### src/rtl/crc32_fcs_append.sv
// Transmit-side framer: forwards payload bytes, zero-pads short frames up to MIN_LEN,
// then appends the reflected Ethernet CRC32 FCS, least significant byte first.
module crc32_fcs_append #(
  parameter bit          PAD_EN  = 1'b1,
  parameter int unsigned MIN_LEN = 60
) (
  input  logic        clk,
  input  logic        rst,
  input  logic [7:0]  s_data,
  input  logic        s_valid,
  input  logic        s_last,
  output logic        s_ready,
  output logic [7:0]  m_data,
  output logic        m_valid,
  output logic        m_last,
  input  logic        m_ready,
  output logic        frame_done,
  output logic [31:0] crc_out
);

  typedef enum logic [1:0] {IDLE, DATA, PAD, FCS} state_t;

  localparam logic [16:0] MIN_LEN_W = 17'(MIN_LEN);

  state_t      state, state_nxt;
  logic [31:0] crc, fcs_hold, crc_base, fcs_word;
  logic [15:0] byte_cnt;
  logic [16:0] cnt_inc;
  logic [1:0]  fcs_idx;
  logic        adv, in_xfer, emit, emit_last, crc_en;
  logic [7:0]  emit_byte;

  function automatic logic [31:0] crc_upd(input logic [31:0] c_in, input logic [7:0] d);
    logic [31:0] c;
    c = c_in;
    for (int i = 0; i < 8; i++)
      c = (c >> 1) ^ (32'hEDB88320 & {32{c[0] ^ d[i]}});
    return c;
  endfunction

  assign adv        = !m_valid || m_ready;
  assign s_ready    = rst && adv && ((state == IDLE) || (state == DATA));
  assign in_xfer    = s_valid && s_ready;
  assign cnt_inc    = {1'b0, byte_cnt} + 17'd1;
  assign fcs_word   = ~crc;
  assign crc_base   = (state == IDLE) ? 32'hFFFF_FFFF : crc;
  assign frame_done = m_valid && m_ready && m_last;

  always_ff @(posedge clk or negedge rst) begin
    if (!rst) state <= IDLE;
    else      state <= state_nxt;
  end

  always_comb begin
    state_nxt = state;
    case (state)
      IDLE: if (in_xfer) begin
        if (s_last) state_nxt = (PAD_EN && (17'd1 < MIN_LEN_W)) ? PAD : FCS;
        else        state_nxt = DATA;
      end
      DATA: if (in_xfer && s_last)
        state_nxt = (PAD_EN && (cnt_inc < MIN_LEN_W)) ? PAD : FCS;
      PAD:  if (adv && (cnt_inc == MIN_LEN_W)) state_nxt = FCS;
      FCS:  if (adv && (fcs_idx == 2'd3)) state_nxt = IDLE;
      default: state_nxt = IDLE;
    endcase
  end

  always_comb begin
    emit      = 1'b0;
    emit_byte = 8'h00;
    emit_last = 1'b0;
    crc_en    = 1'b0;
    case (state)
      IDLE, DATA: begin
        emit      = in_xfer;
        emit_byte = s_data;
        crc_en    = in_xfer;
      end
      PAD: begin
        emit   = adv;
        crc_en = adv;
      end
      FCS: begin
        emit      = adv;
        emit_byte = fcs_word[{fcs_idx, 3'b000} +: 8];
        emit_last = (fcs_idx == 2'd3);
      end
      default: ;
    endcase
  end

  // fcs_hold keeps the finished FCS so crc_out can load it once the last byte actually leaves
  always_ff @(posedge clk or negedge rst) begin
    if (!rst) begin
      m_valid  <= 1'b0;
      m_last   <= 1'b0;
      m_data   <= 8'h00;
      crc      <= 32'hFFFF_FFFF;
      byte_cnt <= 16'd0;
      fcs_idx  <= 2'd0;
      fcs_hold <= 32'd0;
      crc_out  <= 32'd0;
    end else begin
      if (adv) begin
        m_valid <= emit;
        m_last  <= emit && emit_last;
        if (emit) m_data <= emit_byte;
      end
      if (crc_en) crc <= crc_upd(crc_base, emit_byte);
      if ((state == IDLE) && in_xfer)
        byte_cnt <= 16'd1;
      else if (crc_en && (byte_cnt != 16'hFFFF))
        byte_cnt <= byte_cnt + 16'd1;
      if ((state == FCS) && adv) begin
        fcs_idx <= fcs_idx + 2'd1;
        if (fcs_idx == 2'd3) begin
          crc      <= 32'hFFFF_FFFF;
          byte_cnt <= 16'd0;
          fcs_hold <= fcs_word;
        end
      end
      if (frame_done) crc_out <= fcs_hold;
    end
  end

endmodule
### config.mk
export PLATFORM = sky130hd
export DESIGN_NAME = crc32_fcs_append
export DESIGN_NICKNAME = d
export VERILOG_FILES = /design/src/rtl/crc32_fcs_append.sv
export SDC_FILE = /design/constraint.sdc
export NUM_CORES = 1
export LEC_CHECK = 0
export BUFFER_PORTS_ARGS = -buffer_cell sky130_fd_sc_hd__buf_4
export CORE_ASPECT_RATIO = 1.2
export CORE_UTILIZATION = 36
export CTS_CLUSTER_SIZE = 24
export DETAILED_ROUTE_END_ITERATION = 10
export GPL_ROUTABILITY_DRIVEN = 0
export SLEW_MARGIN = 20
export SYNTH_ARGS = -nofsm -noshare
export SYNTH_HDL_FRONTEND = slang
export SYNTH_SLANG_ARGS = --single-unit
### constraint.sdc
create_clock -name clk -period 4.2 [get_ports clk]
set_clock_uncertainty 0.2 [all_clocks]
set_input_delay 0.84 -clock clk [delete_from_list [all_inputs] [get_ports clk]]
set_output_delay 0.84 -clock clk [all_outputs]
set_load 0.05 [all_outputs]
* Word-level counts from Yosys, hierarchy flattened
Index checks and enable logic that the tools add are counted.
W data, S select, Z words.
** Word-level totals
- Logic and storage cells :: 81
- Register bits :: 126
- Output and inout port bits :: 44
- Input port bits :: 13
** Operators by class
- Equality and inequality tests :: 10
- Reduce and logical (&&, ||, !) cells :: 21
- Order comparisons :: 1
- $add $sub $neg :: 3
- Muxes and demuxes :: 19
- Shifts and indexed selects :: 1
- Bitwise operators :: 17
** Operator list (count)
- $xor A31 B32 Y32 :: 8
- $mux W32 :: 4
- $mux W16 :: 4
- $not A32 Y32 :: 1
- $shiftx A32 B6 Y8 :: 1
- $add A16 B1 Y17 const B :: 1
- $eq A17 B6 Y1 const B :: 1
- $lt A17 B6 Y1 const B :: 1
- $add A16 B1 Y16 const B :: 1
- $ne A16 B16 Y1 const B :: 1
- $pmux W8 S2 :: 1
- $logic_and A1 B1 Y1 :: 12
- $mux W2 :: 5
- $pmux W2 S4 :: 1
- $xor A1 B1 Y1 :: 8
- $eq A2 B2 Y1 const B :: 3
- $ne A2 B2 Y1 const B :: 3
- $pmux W1 S2 :: 2
- $reduce_and A2 Y1 :: 2
- $reduce_and A4 Y1 :: 1
- $reduce_or A2 Y1 :: 2
- $add A2 B1 Y2 const B :: 1
- $eq A2 B1 Y1 const B :: 1
- $logic_not A2 Y1 :: 1
- 4 further kinds :: 6

* Longest topological paths before layout
Gate-level depths: netlist of the first run.
- Depth after elaboration :: 22
- Gate-level depth with buffers :: 13
- Depth with buffers taken out :: 10

* Worst setup path before layout of the first run
No wires, ideal clock.
- Path kind :: input to register
- Start :: input port m_ready
- End :: register byte_cnt[5]
- Stages on the path :: 10
- Arrival time :: 2.978 ns
- Buffers on the path :: 2
- Data required time :: 3.868 ns
- Setup time :: 0.132 ns
- Slack :: 0.890 ns
- Cell sequence :: nand2b_1 -> clkbuf_1 -> o211a_1 -> nand2_1 -> a21o_1 -> buf_6 -> a31oi_1 -> nand4_1 -> xor2_1 -> nor2_1
** On the way
- Longest elaborated chain between the ends :: 10
- Elaborated cells between the ends (all ways) :: 12
- Those cells by class :: 5 x mux; 7 x reduce/logical
** Ends and longest elaborated chain
- start: declaration :: line 16 : input logic m_ready,
- $logic_or A1 B1 Y1 (*) :: line 41 : assign adv = !m_valid || m_ready;
- $logic_and A1 B1 Y1 (*) (2 in a row) :: line 42 : assign s_ready = rst && adv && ((state == IDLE) || (state == DATA));
- net s_ready :: line 12 : output logic s_ready,
- $logic_and A1 B1 Y1 (*) :: line 43 : assign in_xfer = s_valid && s_ready;
- $pmux W1 S2 :: line 74 : case (state)
- $logic_and A1 B1 Y1 :: line 113 : else if (crc_en && (byte_cnt != 16'hFFFF))
- $mux W16 :: line 113
- $mux W16 (*) :: line 111 : if ((state == IDLE) && in_xfer)
- $mux W16 :: line 117 : if (fcs_idx == 2'd3) begin
- $mux W16 (*) :: line 115 : if ((state == FCS) && adv) begin
- end signal: assignment :: line 114 : byte_cnt <= byte_cnt + 16'd1;
- end: declaration :: line 27 : logic [15:0] byte_cnt;
The timed path passes the listed nets; every way through them passes the cells marked *.
A chain may end at the register's enable or synchronous reset.

* Final worst setup path of the first run
- Start :: register state[0]
- End :: register crc[20]
** On the way
- Longest elaborated chain between the ends :: 16
- Elaborated cells between the ends (all ways) :: 29
- Those cells by class :: 3 x eq/ne; 6 x mux; 14 x bitwise; 6 x reduce/logical
** Ends and longest elaborated chain
- start: declaration :: line 25 : state_t state, state_nxt;
- start signal: assignment :: line 51 : else state <= state_nxt;
- $eq A2 B1 Y1 / $logic_not A2 Y1 (equally long branches) :: line 42, 74, 46
- $reduce_or A2 Y1 :: line 74
- $pmux W8 S2 :: line 74
- $xor A1 B1 Y1 :: line 37 : c = (c >> 1) ^ (32'hEDB88320 & {32{c[0] ^ d[i]}});
- $xor A31 B32 Y32 (6 in a row) :: line 37
- $xor A1 B1 Y1 :: line 37
- $xor A31 B32 Y32 (2 in a row) :: line 37
- $mux W32 :: line 110 : if (crc_en) crc <= crc_upd(crc_base, emit_byte);
- $mux W32 :: line 117
- $mux W32 (*) :: line 115
- end signal: assignment :: line 110
- end: declaration :: line 26 : logic [31:0] crc, fcs_hold, crc_base, fcs_word;
Every way passes the cells marked *; elsewhere a longest branch is shown, timed or not.

==> results of run 1 <==
worst min path at each step:
stage,endpoint,from,slack [ns],cells past startpoint
3_5_place_dp,fcs_hold[11],fcs_hold[11],0.27,2
2_1_floorplan,fcs_hold[0],fcs_hold[0],0.25,2
6_report,fcs_hold[13],fcs_hold[13],0.27,2
3_3_place_gp,fcs_hold[0],fcs_hold[0],0.26,2
4_1_cts,fcs_hold[11],fcs_hold[11],0.28,2
5_1_grt,fcs_hold[13],fcs_hold[13],0.30,2
synthesized netlist by cell type, types with 5 or more instances:
cell	n	share of area, %
inv_1	7	0.39
o21ai_0	46	3.4
nand3_1	16	1.2
nor3_1	10	0.75
dfrtp_1	94	35
nand4_1	6	0.56
o211ai_1	31	3.5
buf_6	7	1.2
xor2_1	26	3.4
xnor2_1	41	5.4
dfstp_2	32	13
mux2_2	40	6.7
clkbuf_1	27	1.5
mux2i_1	19	2.8
a21oi_1	11	0.82
a211oi_1	6	0.67
nor2_1	48	2.7
o211a_1	5	0.75
a211o_1	5	0.65
nand2_1	93	5.2
ha_1	9	1.7
a22oi_1	5	0.56
routing by layer:
metal	global-route usage (%)	vias up	share of wire (%)
li1	-	2383	-
met1	21.0	2407	42
met2	30.1	137	50
met3	3.37	35	3.9
met4	10.1	0	3.9
met5	0	-	0
cell families (layout without fill, tap and decap cells):
family                   Yosys count  in the layout
buffers and inverters             46            104
AO/OA/AOI/OAI                    129            129
XOR/XNOR                          72             72
multiplexers                      60             60
AND/OR/NAND/NOR                  206            206
adder cells (fa/ha/maj)            9              9
flip-flops                       126            126
cell type report:
class,count,share of cell area (%)
flip-flops and latches,126,40.8
inverters,7,0.336
repair buffers,65,6.28
clock buffers,21,5.76
multi-input cells,476,41.8
well taps,224,3.58
clock inverters,11,1.49
stage by stage:
step / area (um2) / instances / setup WS, ns / utilization (%)
2_1_floorplan: 6700 / 648 / 0.890 / -
3_5_place_dp: 7260 / 898 / 0.768 / 39.9
6_report: 7830 / 930 / 0.686 / 43.1
3_3_place_gp: 7260 / 898 / 0.839 / 39.9
5_1_grt: 7830 / 930 / 0.483 / 43.1
4_1_cts: 7820 / 930 / 0.742 / 43.0
worst reg2reg max path: cells and delay by family, from the launching register on:
family / cells / cell delay (ns)
AOI/OAI and AO/OA: 6 / 1.85
adders and majority gates: 1 / 0.27
buffers and inverters: 1 / 0.10
DFF: 1 / 0.42
and+or+nand+nor: 2 / 0.61
flip-flops by register name, indices dropped and copies added (netlist names):
name      cells
m_last        1
fcs_idx       2
state         2
fcs_hold     32
byte_cnt     16
m_valid       1
crc          32
crc_out      32
m_data        8
==> flow_summary.json, run 1 <==
{
  "status": "finished, final reports clean",
  "synth_compound_area_share_pct": 12.8,
  "antenna_found_initial": 0,
  "cp-endpoint": "crc[20]",
  "postCtsHoldBufs": 0,
  "regArea_um2": 3190,
  "die_area_um2": 19200,
  "whs_ns": 0.273,
  "diodes": 0,
  "synth_flop_cell": "dfrtp_1",
  "viasPerCell": 5.34,
  "max_slew_margin_pct": 45.7,
  "cts_buffer_depth": 2,
  "initial_core_util_pct": 36.9,
  "cts_inserted_buffers": 17,
  "async_flop_share_pct": 100,
  "crit_slowest_cell": "or4_1",
  "avgSynthCellArea_um2": 10.3,
  "yosysWarnings": 0,
  "rows": 54,
  "synthAdderAreaFrac_pct": 1.68,
  "slew_violations": 0,
  "slowest_delay_ns": 0.53,
  "vias": 4962,
  "fin_crit_sh_pct": 83.7,
  "cts.clk_slew.worst_paths_ns": 0.06,
  "synthesis.area_um2": 6700,
  "setup_violations": 0,
  "crit_top_cell": "a211oi_1",
  "synth.lib_cells_used.distinct": 61,
  "maxCapViolCount": 0,
  "drt_iter0_drc": 339,
  "cp_num_cells": 10,
  "synth_seq_area_share_pct": 47.6,
  "cpLargestDelayFamily": "compound AO/OA/AOI/OAI gates",
  "grt_usage_pct": 17.7,
  "yosys.area_share.simple_pct": 14.1,
  "postCtsSetupRepairBufs": 0,
  "r2r-start": "state[0]",
  "mostFrequentLayoutCell": "dfrtp_1",
  "root_buffer": "clkbuf_16",
  "port-buffer-count": 56,
  "cp_cell_sequence": "inv_1 -> ha_1 -> o21ba_1 -> a22oi_1 -> a211oi_1 -> a211oi_1 -> a211oi_1 -> a211oi_2 -> or4_1 -> nand3_1",
  "path_max_fanout": 9,
  "grt_max_degree": 86,
  "fillCellCount": 1708,
  "clock_sinks": 126,
  "firstDrtPassIters": 5,
  "antenna_left": 0,
  "ff2ff_setup_slack_ns": 0.69,
  "rr_worst_depth": 10,
  "rsz0062_at_grt": "no",
  "clock_latency_ns": 0.42,
  "clock.fmax_mhz": 285,
  "cts_tree": "built",
  "overflow": 0,
  "synth_mux_area_share_pct": 9.90,
  "cp-end-kind": "flop",
  "crit_path_start": "state[0]",
  "synth_cells": 648,
  "core_um2": 18200,
  "final_cell_mix": "94 x dfrtp_1, 93 x nand2_1, 64 x buf_4",
  "cts_resized": 0,
  "dp_hpwl_mm": 11.4,
  "grt_pass1_wl_mm": 25.8,
  "min_period_ns": 3.51,
  "tns_ns": 0,
  "critPathBufInv": 1,
  "synth_edf_count": 0,
  "holdCritPathClass": "reg -> reg",
  "worstPathArrival_ns": 3.68,
  "fp.dieH_um": 151,
  "critical_path_class": "reg -> reg",
  "htree_levels": 4,
  "avgRoutedWirePerCell_um": 17.0,
  "first_global_vias": 4880,
  "drc": 0,
  "pin_count": 57,
  "synth_xor_area_share_pct": 10.2,
  "die_x_um": 127,
  "startpoint_type": "flop",
  "synth_top_family_by_area": "simple AND/OR/NAND/NOR gates",
  "drive_gt1_share_pct": 25.6,
  "nets": 715,
  "critPathRequiredTime_ns": 4.37,
  "synthToLayoutAreaGrowth_pct": 16.8,
  "routed_wl_mm": 15.8,
  "hold_viol_final": 0,
  "syn_nets": 670,
  "worst_pin_slew_ns": 0.814,
  "timing.rr.end": "crc[20]",
  "synth_seq_cells": 126,
  "multi_input_area_um2": 3270
}
Power of run 1 is left out: the tool's default activity adds up to more than one toggle a clock period on the data nets, which glitch-free logic cannot reach.
==> inputs of run 2 (changes only) <==
Clock period 4.2 ns to 3.61 ns, I/O delays scaled along.
==> flow_summary.json, run 2 (synthesized netlist as in run 1, its figures left out) <==
{
  "grt_pass1_wl_mm": 26.3,
  "critPathRequiredTime_ns": 3.77,
  "clock_latency_ns": 0.42,
  "routed_wl_mm": 16.2,
  "antenna_left": 0,
  "postCtsHoldBufs": 0,
  "top_regs": "crc x32, crc_out x32, fcs_hold x32",
  "core_um2": 18200,
  "cts_buffer_depth": 2,
  "clock.fmax_mhz": 288,
  "avgRoutedWirePerCell_um": 17.4,
  "grt_usage_pct": 18.1,
  "final_cell_mix": "94 x dfrtp_1, 93 x nand2_1, 69 x buf_4",
  "viasPerCell": 5.36,
  "max_slew_margin_pct": 59.7,
  "ff2ff_setup_slack_ns": 0.13,
  "rsz0062_at_grt": "yes",
  "maxCapViolCount": 0,
  "root_buffer": "clkbuf_16",
  "post-route-util_pct": 43.6,
  "first_global_vias": 5199,
  "grt_max_degree": 82,
  "mostFrequentLayoutCell": "dfrtp_1",
  "port-buffer-count": 56,
  "path_max_fanout": 8,
  "slowest_delay_ns": 0.48,
  "cp_cell_sequence": "inv_1 -> ha_1 -> and3b_1 -> a22o_2 -> or3_1 -> a211oi_1 -> a211oi_2 -> o211a_2 -> or4_1 -> nand3_1",
  "nets": 720,
  "slew_violations": 0,
  "hold_viol_final": 0,
  "status": "finished, final reports clean",
  "clock_sinks": 126,
  "vias": 5012,
  "holdCritPathClass": "in -> async",
  "htree_levels": 4,
  "synthToLayoutAreaGrowth_pct": 18.1,
  "drt_iter0_drc": 369,
  "cts_inserted_buffers": 17,
  "diodes": 0,
  "firstDrtPassIters": 5,
  "cts_tree": "built",
  "rr_worst_depth": 10,
  "dp_hpwl_mm": 11.7,
  "min_period_ns": 3.48,
  "dpl_worst_slack_ns": 0.212,
  "setup_violations": 0,
  "cts.clk_slew.worst_paths_ns": 0.06,
  "pin_count": 57,
  "fp.dieH_um": 151,
  "fin_crit_sh_pct": 96.3,
  "whs_ns": 0.233,
  "timing.rr.end": "crc[23]",
  "crit_slowest_cell": "or4_1",
  "critical_path_class": "reg -> reg",
  "drive_gt1_share_pct": 26.3,
  "initial_core_util_pct": 36.9,
  "startpoint_type": "flop",
  "die_area_um2": 19200,
  "overflow": 0,
  "antenna_found_initial": 0,
  "layout_setup_ws_ns": 0.133,
  "die_x_um": 127,
  "rows": 54,
  "worst_pin_slew_ns": 0.599,
  "r2r-start": "state[0]",
  "worstPathArrival_ns": 3.64,
  "cp-end-kind": "flop",
  "drc": 0
}
-- run 2: cell types whose count changed in the layout (fill, tap and decap cells not counted), sizes merged --
cell      delta
buf          +5
clkinvlp     -2
bufinv       +1
clkbuf       +1
-- run 2: stage by stage --
step / cells / setup TNS [ns] / area, um2
after detailed placement: 902 / 0 / 7290
final: 935 / 0 / 7920
after global placement: 902 / 0 / 7290
after global routing: 935 / -0.00756 / 7920
after floorplan: 648 / 0 / 6700
after CTS: 934 / 0 / 7890
-- run 2: how the worst max path moves through the flow --
| stage | depth (start not counted) | slack [ns] | end | from |
|---|---|---|---|---|
| after floorplan | 12 | 0.40 | crc[20] | state[0] |
| after global placement | 10 | 0.36 | crc[23] | state[0] |
| after detailed placement | 10 | 0.21 | crc[23] | state[0] |
| after CTS | 10 | 0.18 | crc[23] | state[0] |
| after global routing | 10 | -0.008 | crc[23] | state[0] |
| final | 10 | 0.13 | crc[23] | state[0] |
-- run 2: layout make-up --
| type | instances | area, um2 |
|---|---|---|
| fill | 1709 | 10300 |
| multi-input combinational | 476 | 3270 |
| sequential | 126 | 3190 |
| timing repair buffer | 70 | 546 |
| clock buffer | 22 | 464 |
| tap | 224 | 280 |
| clock inverter | 10 | 135 |
| inverter | 7 | 26.3 |
-- run 2: layer usage --
layer,track usage [%],up-vias,routed length (um)
met3,4.60,54,749
met1,20.3,2440,6610
met4,10.2,0,695
li1,-,2370,-
met5,0,-,0
met2,31.4,148,8180
-- run 2: critical path, delay by kind of cell (launching register included) --
| kind | cells | cell delay [ns] |
|---|---|---|
| AOI/OAI and AO/OA | 4 | 1.16 |
| adders and majority gates | 1 | 0.26 |
| buffers and inverters | 1 | 0.13 |
| DFF | 1 | 0.42 |
| and+or+nand+nor | 4 | 1.24 |
-- run 2: timing repair --
action | CTS | global route
endpoints found under the setup margin | 0 | 2
resized for setup | 0 | 1
setup buffers | 0 | 0
endpoints found under the hold margin | 0 | 0
Power of run 2 is left out for the same reason.
==> inputs of run 3 (changes only) <==
Settings changed: BUFFER_PORTS_ARGS -buffer_cell sky130_fd_sc_hd__buf_4 to -buffer_cell sky130_fd_sc_hd__buf_2.
==> flow_summary.json, run 3 (synthesized netlist as in run 1, its figures left out) <==
{
  "drc": 0,
  "clock_latency_ns": 0.42,
  "grt_max_degree": 77,
  "maxCapViolCount": 0,
  "cts.clk_slew.worst_paths_ns": 0.06,
  "min_period_ns": 3.46,
  "fin_crit_sh_pct": 95.7,
  "r2r-start": "state[0]",
  "rsz0062_at_grt": "no",
  "top_regs": "crc x32, crc_out x32, fcs_hold x32",
  "synthToLayoutAreaGrowth_pct": 16.5,
  "critical_path_class": "reg -> reg",
  "root_buffer": "clkbuf_16",
  "antenna_left": 0,
  "die_area_um2": 19200,
  "cp-endpoint": "crc[23]",
  "holdCritPathClass": "in -> async",
  "grt_usage_pct": 18.2,
  "post-route-util_pct": 43.0,
  "slew_violations": 0,
  "drive_gt1_share_pct": 26.6,
  "initial_core_util_pct": 36.9,
  "htree_levels": 4,
  "drt_iter0_drc": 295,
  "pin_count": 57,
  "viasPerCell": 5.30,
  "max_slew_margin_pct": 38.9,
  "first_global_vias": 4989,
  "highest-signal-layer": "met4",
  "cts_inserted_buffers": 17,
  "path_max_fanout": 8,
  "mostFrequentLayoutCell": "dfrtp_1",
  "overflow": 0,
  "wl_met2_mm": 8.33,
  "setup_violations": 0,
  "hold_viol_final": 0,
  "rr_worst_depth": 10,
  "diodes": 0,
  "clock.fmax_mhz": 289,
  "vias": 4946,
  "slowest_delay_ns": 0.51,
  "routed_wl_mm": 16.1,
  "cp-end-kind": "flop",
  "firstDrtPassIters": 4,
  "worst_pin_slew_ns": 0.916,
  "worstPathArrival_ns": 3.61,
  "status": "finished, final reports clean",
  "critPathRequiredTime_ns": 3.77,
  "clock_sinks": 126,
  "crit_path_start": "state[0]",
  "wl_met1_mm": 6.57,
  "rows": 54,
  "final_cell_mix": "94 x dfrtp_1, 93 x nand2_1, 55 x buf_2",
  "avgRoutedWirePerCell_um": 17.2,
  "crit_slowest_cell": "or4_1",
  "nets": 719,
  "antenna_found_initial": 0,
  "crit_top_cell": "a211oi_1",
  "ff2ff_setup_slack_ns": 0.15,
  "wl_met3_um": 821,
  "cts_buffer_depth": 2,
  "port-buffer-count": 56,
  "cts_tree": "built",
  "fp.dieH_um": 151,
  "core_um2": 18200,
  "die_x_um": 127,
  "startpoint_type": "flop",
  "cp_cell_sequence": "inv_1 -> ha_1 -> and3b_1 -> a22oi_1 -> a211oi_1 -> o211ai_1 -> a211oi_1 -> a211oi_2 -> or4_1 -> nand3_1",
  "grt_pass1_wl_mm": 26.7,
  "dp_hpwl_mm": 11.6,
  "timing.rr.end": "crc[23]",
  "tns_ns": 0
}
-- run 3: cell types whose count changed in the layout (fill, tap and decap cells not counted), sizes merged --
cell / change
clkinvlp: +1
clkbuf: -4
clkinv: +2
bufinv: +1
buf: -1
-- run 3: worst min-delay path by stage --
stage / start / end / slack, ns / cells after the start
floorplan: rst / byte_cnt[0] / 0.23 / 0
global placement: fcs_hold[10] / fcs_hold[10] / 0.26 / 2
detailed placement: fcs_hold[15] / fcs_hold[15] / 0.27 / 2
CTS: rst / byte_cnt[11] / 0.28 / 2
global route: fcs_hold[15] / fcs_hold[15] / 0.30 / 2
finish: rst / byte_cnt[13] / 0.26 / 2
-- run 3: layer usage --
layer | vias to the layer above | GRT usage (%)
li1 | 2375 | -
met1 | 2412 | 21.0
met2 | 133 | 32.7
met3 | 26 | 4.07
met4 | 0 | 7.83
met5 | - | 0
-- run 3: repair_timing --
| action | in CTS | in global routing |
|---|---|---|
| setup buffers | 0 | 0 |
| resized for setup | 0 | 1 |
| hold buffers | 0 | 0 |
| setup endpoints to repair | 0 | 1 |
-- run 3: per-stage QoR --
step / cells / setup WS [ns] / area, um2 / hold slack (ns)
5_1_grt: 934 / 0.00527 / 7810 / 0.298
2_1_floorplan: 648 / 0.398 / 6700 / 0.226
4_1_cts: 934 / 0.194 / 7800 / 0.280
6_report: 934 / 0.154 / 7810 / 0.262
3_3_place_gp: 902 / 0.352 / 7170 / 0.263
3_5_place_dp: 902 / 0.198 / 7170 / 0.267
-- run 3: layout make-up --
class	instances	area, um2
sequential	126	3190
fill	1735	10400
timing repair buffer	69	405
inverter	7	26.3
multi-input combinational	476	3270
clock buffer	18	439
clock inverter	14	190
tap	224	280
-- run 3: critical path: cells and delay by family, from the launching register on --
kind / cells / cell delay (ns)
AO/OA/AOI/OAI: 5 / 1.39
adder cells (fa/ha/maj): 1 / 0.27
buffers and inverters: 1 / 0.11
flip-flops: 1 / 0.42
AND/OR/NAND/NOR: 3 / 1.02
Power of run 3 is left out for the same reason.
